==> src/rtl/bilinear_calc.sv <==
// Bilinear interpolator: blends a 2x2 neighbour quad using fixed-point x/y fractions and tags the frame/line position.
// Latency: 3 cycles from tvalid_i to tvalid_o, one quad per cycle, and gaps in the input pass through unchanged.
// No backpressure: tready_i is only monitored, and an output dropped by downstream sets the sticky overflow_o flag.
module bilinear_calc #(
  parameter int DATA_WIDTH = 8,
  parameter int FIX_WIDTH  = 12
) (
  input  logic                  clk_i,
  input  logic                  rst_i,
  input  logic                  tvalid_i,
  input  logic [DATA_WIDTH-1:0] tdata00_i,
  input  logic [DATA_WIDTH-1:0] tdata01_i,
  input  logic [DATA_WIDTH-1:0] tdata10_i,
  input  logic [DATA_WIDTH-1:0] tdata11_i,
  input  logic [FIX_WIDTH-1:0]  fracx_i,
  input  logic [FIX_WIDTH-1:0]  fracy_i,
  input  logic [15:0]           dest_width_i,
  input  logic [15:0]           dest_height_i,
  output logic                  tvalid_o,
  output logic [DATA_WIDTH-1:0] tdata_o,
  output logic                  tlast_o,
  output logic                  tuser_o,
  input  logic                  tready_i,
  output logic                  overflow_o
);

  localparam int WW = FIX_WIDTH + 1;                  // weight width, holds 2^FIX_WIDTH
  localparam int HW = DATA_WIDTH + FIX_WIDTH + 1;     // horizontal blend width
  localparam int VW = DATA_WIDTH + 2*FIX_WIDTH + 2;   // vertical blend width

  localparam logic [WW-1:0] W_ONE = {1'b1, {FIX_WIDTH{1'b0}}};
  localparam logic [VW-1:0] RND   = VW'(1) << (2*FIX_WIDTH - 1);

  logic [WW-1:0] wx0, wx1, wy0, wy1;
  logic [WW-1:0] wy0_q, wy1_q;
  logic [HW-1:0] h0_q, h1_q;
  logic [VW-1:0] v_q;
  logic [VW-1:0] rnd;
  logic [VW-1:0] rnd_sh;
  logic [DATA_WIDTH-1:0] pix;
  logic          v1_q, v2_q;
  logic [15:0]   x_cnt, y_cnt;

  assign wx1 = {1'b0, fracx_i};
  assign wx0 = W_ONE - wx1;
  assign wy1 = {1'b0, fracy_i};
  assign wy0 = W_ONE - wy1;

  // Round half up, then clamp anything above the pixel range to full scale.
  assign rnd    = v_q + RND;
  assign rnd_sh = rnd >> (2*FIX_WIDTH);
  assign pix    = (|rnd_sh[VW-1:DATA_WIDTH]) ? {DATA_WIDTH{1'b1}} : rnd_sh[DATA_WIDTH-1:0];

  // Stage 1: horizontal blends of the top and bottom rows; the y weights ride along.
  always_ff @(posedge clk_i) begin
    if (rst_i) v1_q <= 1'b0;
    else       v1_q <= tvalid_i;
    h0_q  <= HW'(tdata00_i) * HW'(wx0) + HW'(tdata01_i) * HW'(wx1);
    h1_q  <= HW'(tdata10_i) * HW'(wx0) + HW'(tdata11_i) * HW'(wx1);
    wy0_q <= wy0;
    wy1_q <= wy1;
  end

  // Stage 2: vertical blend kept at full precision.
  always_ff @(posedge clk_i) begin
    if (rst_i) v2_q <= 1'b0;
    else       v2_q <= v1_q;
    v_q <= VW'(h0_q) * VW'(wy0_q) + VW'(h1_q) * VW'(wy1_q);
  end

  // Stage 3: registered output, data forced to zero on idle cycles.
  always_ff @(posedge clk_i) begin
    if (rst_i) begin
      tvalid_o <= 1'b0;
      tdata_o  <= '0;
    end else begin
      tvalid_o <= v2_q;
      tdata_o  <= v2_q ? pix : '0;
    end
  end

  // Position counters describe the pixel currently on tdata_o and step past it once it is shown.
  always_ff @(posedge clk_i) begin
    if (rst_i) begin
      x_cnt <= '0;
      y_cnt <= '0;
    end else if (tvalid_o) begin
      if (x_cnt == dest_width_i - 16'd1) begin
        x_cnt <= '0;
        if (y_cnt == dest_height_i - 16'd1) y_cnt <= '0;
        else                                y_cnt <= y_cnt + 16'd1;
      end else begin
        x_cnt <= x_cnt + 16'd1;
      end
    end
  end

  // Sticky flag: downstream was not ready for a pixel we could not hold back.
  always_ff @(posedge clk_i) begin
    if (rst_i)                     overflow_o <= 1'b0;
    else if (tvalid_o && !tready_i) overflow_o <= 1'b1;
  end

  assign tlast_o = tvalid_o && (x_cnt == dest_width_i - 16'd1);
  assign tuser_o = tvalid_o && (x_cnt == 16'd0) && (y_cnt == 16'd0);

endmodule

==> config.mk <==
export PLATFORM = sky130hd
export DESIGN_NAME = bilinear_calc
export DESIGN_NICKNAME = d
export VERILOG_FILES = /design/src/rtl/bilinear_calc.sv
export SDC_FILE = /design/constraint.sdc
export NUM_CORES = 2
export LEC_CHECK = 0
export BUFFER_PORTS_ARGS = -buffer_cell sky130_fd_sc_hd__clkbuf_2
export CAP_MARGIN = 20
export CELL_PAD_IN_SITES_DETAIL_PLACEMENT = 1
export CELL_PAD_IN_SITES_GLOBAL_PLACEMENT = 2
export CORE_AREA = 2 2 288 290
export CTS_CLUSTER_DIAMETER = 40
export DETAILED_ROUTE_END_ITERATION = 6
export DIE_AREA = 0 0 290 292
export GPL_TIMING_DRIVEN = 1
export PLACE_DENSITY_LB_ADDON = 0.1
export REMOVE_ABC_BUFFERS = 1
export SLEW_MARGIN = 40
export SYNTH_ARGS = -nofsm -noshare
export SYNTH_HDL_FRONTEND = slang
export SYNTH_SLANG_ARGS = --single-unit
==> constraint.sdc <==
create_clock -name clk_i -period 8.4 [get_ports clk_i]
set_input_delay 0.84 -clock clk_i [delete_from_list [all_inputs] [get_ports clk_i]]
set_output_delay 0.84 -clock clk_i [all_outputs]
set_load 0.005 [all_outputs]
Word level (Yosys, flattened, before mapping) --
Cells that the tools add are included.
Storage, ports and cells: output and inout bits 12, register bits 145, word-level logic and storage cells 44, bits of input ports 92
Cells by class: add/subtract/negate cells 10, reduce and logical (&&, ||, !) cells 10, eq/ne operators 2, muxes and demuxes 3, bitwise logic cells 1, multiply operators 6
Operator list (number):
- $add 21x20->21 | 2
- $mul 8x13->21 | 2
- $mul 8x12->20 | 2
- $add 34x24->34 const B | 1
- $add 34x33->34 | 1
- $mul 21x13->34 | 1
- $mul 21x12->33 | 1
- $add 16x1->16 const B | 2
- $eq 16x16->1 | 2
- $logic_not 16->1 | 2
- $mux 16 | 2
- $sub 16x1->16 const B | 2
- $sub 13x12->13 const A | 2
- $mux 8 | 1
- $logic_and 1x1->1 | 4
- $reduce_or 2->1 | 2
- $reduce_and 2->1 | 1
- $logic_not 1->1 | 1
- $not 1->1 | 1

Depth between registers and ports, before layout --
depth after elaboration 3, mapped depth 27, depth with buffers taken out 25

Worst setup path before layout --
No wires, ideal clock.
path type input port to flip-flop, start input fracx_i[1], end register h0_q[19], buffers on the path 3, data required time 8328 ps, slack 1014 ps, arrival 7314 ps, stages 26, cell sequence clkbuf_1 > clkbuf_1 > inv_1 > ha_1 > nand2_1 > nor3_1 > xnor2_1 > clkbuf_1 > nand2_1 > fa_1 > inv_1 > fa_1 > fa_1 > fa_1 > inv_1 > fa_1 > fa_1 > inv_1 > ha_1 > and3_1 > a21oi_1 > a21oi_1 > or4_1 > a31o_2 > a21oi_1 > xnor2_1
Between the ends: cells in the longest elaborated chain, start to end 3, elaborated cells between the ends (all ways) 4, those cells by class 2 x add/sub; 2 x mul
Ends and longest elaborated chain:
- start: declaration | line 15 | input logic [FIX_WIDTH-1:0] fracx_i,
- $sub 13x12->13 | line 45 | assign wx0 = W_ONE - wx1;
- $mul 8x13->21 | line 58 | h0_q <= HW'(tdata00_i) * HW'(wx0) + HW'(tdata01_i) * HW'(wx1);
- $add 21x20->21 (*) | line 58
- end signal: assignment | line 58
- end: declaration | line 36 | logic [HW-1:0] h0_q, h1_q;
Every way passes the cells marked *; elsewhere a longest branch is shown, timed or not. A chain may end at the register's enable or synchronous reset.

Final worst setup path --
start register wy0_q[6], end register v_q[33]
Between the ends: cells in the longest elaborated chain, start to end 2
Ends and longest elaborated chain:
- start: declaration | line 35 | logic [WW-1:0] wy0_q, wy1_q;
- start signal: assignment | line 60 | wy0_q <= wy0;
- $mul 21x13->34 | line 68 | v_q <= VW'(h0_q) * VW'(wy0_q) + VW'(h1_q) * VW'(wy1_q);
- $add 34x33->34 | line 68
- end signal: assignment | line 68
- end: declaration | line 37 | logic [VW-1:0] v_q;
Every way passes these cells.

==> parameters.txt <==
Parameter                              Value

Route
  Vias per cell ... 5.04
  Count of routing violations after the opening detailed-route iteration ... 982
  Number of optimization iterations in the first detailed-route pass ... 4
  Mean routed wirelength per cell ... 19.6 µm
  DRC errors left ... 0
  Number of nets with antenna violations after detailed routing ... 0
  Final WL ... 94900 µm
  Total number of vias ... 24452

Clocking
  Resized cells post-CTS ... 0
  CTS sink count ... 121
  Post-CTS repair timing setup buffer count ... 0
  TritonCTS Buffers ... 17
  Worst skew pair latency ... 0.49 ns
  Count of H-tree levels built during CTS ... 4
  Bufs on Longest Clock Path ... 2
  Clock tree from TritonCTS ... yes
  Worst-path clk slew ... 0.08 ns
  Root Driver ... sky130_fd_sc_hd__clkbuf_16
  Hold-fix buffers at CTS ... 0

STA
  Count of endpoints failing setup in the final report ... 0
  Clock Skew ... 0.0189 ns
  RSZ-0062 raised after global routing ... no
  Final number of hold-violating endpoints ... 0
  Actual transition at the worst max-transition pin ... 0.830 ns
  Remaining max-slew budget at the tightest pin ... 44.6%
  Post-route setup TNS ... 0 ns
  Min cycle time layout ... 7.39 ns
  Achievable frequency ... 135 MHz
  Final Cycle Share ... 88.0%
  Pins Over Slew Limit ... 0

GRT
  Met2 Use GR ... 42.9%
  Grt ovf ... 0
  Total global-route track usage ... 23.8%
  First-pass GRT wire length ... 158000 µm
  Most congested layer reported by global routing ... met2
  Met3 Usage GRT ... 3.11%
  Pin count of the biggest net entering global routing ... 23
  Number of global-route vias before repair ... 29233
  Global-route met1 utilization ... 30.2%
  Antenna violations before repair ... 3

Finish
  Nets ... 4905
  Layout cells sized above 1 ... 6.09%
  Fillers ... 9501
  Final antenna diode count ... 0
  Multi-input logic area ... 27500 µm²
  Sequential cell area ... 2430 µm²
  Layout area overhead ... 6.55%

Place
  DP Wirelength ... 81200 µm
  Port-buffer cells ... 103
  Weighted congestion reported at the end of routability-driven placement ... 0.836

Synth
  Cell type contributing the most total cell area after synthesis ... sky130_fd_sc_hd__fa_1
  Sequential area share after synthesis ... 7.14%
  Post-synth top area share ... 45.8%
  Post-synthesis cell count ... 3767
  Most used flip-flop cell after synthesis ... sky130_fd_sc_hd__dfxtp_1
  Most numerous cell in the Yosys netlist ... sky130_fd_sc_hd__inv_1
  Distinct cell type count after synthesis ... 71
  Cells taking the most area after synthesis ... sky130_fd_sc_hd__fa_1, sky130_fd_sc_hd__ha_1, sky130_fd_sc_hd__inv_1
  Cell Area, Synth ... 33900 µm²
  Share of synthesized registers carrying an async set or reset ... 0%
  Post-synthesis register bit count ... 121
  Number of enable flip-flop cells after synthesis ... 0
  Count of synthesis-stage warnings from yosys ... 0
  Top cells by count, synth ... sky130_fd_sc_hd__inv_1, sky130_fd_sc_hd__fa_1, sky130_fd_sc_hd__nand2_1, sky130_fd_sc_hd__and2_1, sky130_fd_sc_hd__ha_1
  Avg Synthesized Cell Area ... 9.01 µm²

Status
  Status ... complete, no violations

Critical path
  CP max FO ... 17
  Endpoint of the most critical register-to-register path ... v_q[33]
  Startpoint kind of the worst setup timing path ... flop
  Data required time at the worst endpoint ... 8.82 ns
  Start-to-end type of the worst setup path ... reg -> reg
  Critical register-to-register path startpoint ... wy0_q[6]
  Element type at the critical path end ... flop
  Internal reg-to-reg setup slack ... 1.01 ns
  Arrival @ worst endpoint ... 7.81 ns
  Reg2Reg Depth ... 24

Floorplanning
  # rows ... 105
  Die area ... 84700 µm²
  Initial cell density of the core ... 41.6%
  Y dimension of the die ... 292 µm
  I/O pins ... 104
  Std-Cell Core Area ... 81600 µm²
  Horizontal die dimension ... 290 µm

Min path
  Tightest Hold Check Type ... reg -> reg
  Terminating pin of the worst hold path ... v2_q
  Origin of the worst min-delay path ... v1_q
  Hold depth ... 1

Flow run
  Max Cap Violations ... 0
==> layer usage <==
metal	vias to the layer above	wire (µm)
li1	11047	-
met1	12967	41700
met2	334	48100
met3	104	2980
met4	0	2040
met5	-	0
==> stage by stage <==
| step | setup slack [ns] | cells | area (µm²) | util, % | hold WS, ns |
|---|---|---|---|---|---|
| floorplan | 1.13 | 3590 | 33200 | - | 0.414 |
| global route | 0.605 | 4849 | 36200 | 44.3 | 0.483 |
| detailed placement | 0.559 | 4817 | 35500 | 43.6 | 0.457 |
| global placement | 0.756 | 4817 | 35500 | 43.5 | 0.422 |
| CTS | 0.850 | 4849 | 36100 | 44.3 | 0.469 |
| finish | 1.01 | 4849 | 36200 | 44.3 | 0.461 |
==> sequential cells by signal, indices dropped and copies added (netlist names) <==
signal	cells
h0_q	21
h1_q	21
overflow_o	1
tdata_o	8
tvalid_o	1
v1_q	1
v2_q	1
v_q	11
wy0_q	13
wy1_q	11
x_cnt	16
y_cnt	16
==> cell usage in the layout, fill, tap and decap left out, types with 5 or more instances in the layout <==
master                      count
sky130_fd_sc_hd__inv_1        877
sky130_fd_sc_hd__fa_1         776
sky130_fd_sc_hd__nand2_1      548
sky130_fd_sc_hd__and2_1       421
sky130_fd_sc_hd__ha_1         271
sky130_fd_sc_hd__dfxtp_1      111
sky130_fd_sc_hd__clkbuf_2     103
sky130_fd_sc_hd__xnor2_1       88
sky130_fd_sc_hd__nor2_1        75
sky130_fd_sc_hd__a21oi_1       59
sky130_fd_sc_hd__buf_4         54
sky130_fd_sc_hd__xor2_1        42
sky130_fd_sc_hd__nor3_1        37
sky130_fd_sc_hd__nand3_1       25
sky130_fd_sc_hd__o21ai_0       24
sky130_fd_sc_hd__and3_1        22
sky130_fd_sc_hd__nor4_1        19
sky130_fd_sc_hd__nand4_1       18
sky130_fd_sc_hd__clkbuf_16     17
sky130_fd_sc_hd__or3_1         13
sky130_fd_sc_hd__nor2b_1       11
sky130_fd_sc_hd__dfxtp_2       10
sky130_fd_sc_hd__a21o_1         9
sky130_fd_sc_hd__a211oi_1       8
sky130_fd_sc_hd__a31oi_1        8
sky130_fd_sc_hd__o21a_1         7
sky130_fd_sc_hd__nand4b_1       6
sky130_fd_sc_hd__nand3b_1       6
sky130_fd_sc_hd__nand2b_1       6
sky130_fd_sc_hd__or4_1          6
sky130_fd_sc_hd__o211ai_1       6
sky130_fd_sc_hd__o21bai_1       6
sky130_fd_sc_hd__clkinv_8       5
sky130_fd_sc_hd__inv_8          5
sky130_fd_sc_hd__inv_6          5
==> final cells by class <==
type / count / area share [%]
Multi-Input combinational cell: 2591 / 76.2
Inverter: 878 / 9.15
Clock inverter: 15 / 0.481
Tap cell: 1070 / 3.70
Clock buffer: 17 / 1.18
Timing Repair Buffer: 157 / 2.55
Sequential cell: 121 / 6.74
==> worst max path at each step <==
stage / start / slack, ns / end / depth (start not counted)
after detailed placement: fracx_i[0] / 0.56 / h0_q[19] / 24
after global routing: wy0_q[1] / 0.61 / v_q[33] / 21
after floorplan: fracx_i[9] / 1.13 / h0_q[19] / 19
after CTS: wy0_q[11] / 0.85 / v_q[33] / 20
final: wy0_q[6] / 1.01 / v_q[33] / 24
after global placement: fracx_i[0] / 0.76 / h0_q[19] / 22
==> worst max-delay path: stages (launching register included) <==
cell and delay, ns:
sky130_fd_sc_hd__dfxtp_1 0.81, sky130_fd_sc_hd__buf_4 0.26, sky130_fd_sc_hd__nand2_1 0.07, sky130_fd_sc_hd__fa_1 0.51
sky130_fd_sc_hd__inv_1 0.06, sky130_fd_sc_hd__fa_1 0.48, sky130_fd_sc_hd__inv_1 0.06, sky130_fd_sc_hd__fa_1 0.53
sky130_fd_sc_hd__inv_1 0.05, sky130_fd_sc_hd__fa_1 0.48, sky130_fd_sc_hd__fa_1 0.55, sky130_fd_sc_hd__inv_1 0.05
sky130_fd_sc_hd__fa_1 0.49, sky130_fd_sc_hd__inv_1 0.05, sky130_fd_sc_hd__fa_1 0.45, sky130_fd_sc_hd__ha_1 0.31
sky130_fd_sc_hd__a211oi_1 0.31, sky130_fd_sc_hd__o2111ai_1 0.16, sky130_fd_sc_hd__a31oi_1 0.28, sky130_fd_sc_hd__a211oi_1 0.08
sky130_fd_sc_hd__buf_4 0.19, sky130_fd_sc_hd__o2111ai_1 0.43, sky130_fd_sc_hd__a31oi_1 0.17, sky130_fd_sc_hd__o41ai_1 0.34
sky130_fd_sc_hd__xnor2_1 0.16
==> logic make-up (layout without fill, tap and decap cells) <==
family / Yosys count / after routing / synth area share, %
multiplexers: 5 / 5 / 0.151
buffers and inverters: 1055 / 1067 / 11.8
adder cells (fa/ha/maj): 1047 / 1047 / 55.8
AND/OR/NAND/NOR: 1238 / 1238 / 18.4
XOR/XNOR: 134 / 134 / 3.46
AO/OA/AOI/OAI: 167 / 167 / 3.32
flip-flops: 121 / 121 / 7.14
Power is not shown: default switching activity piles up to over one toggle a cycle in this logic, so the estimate is an artifact.
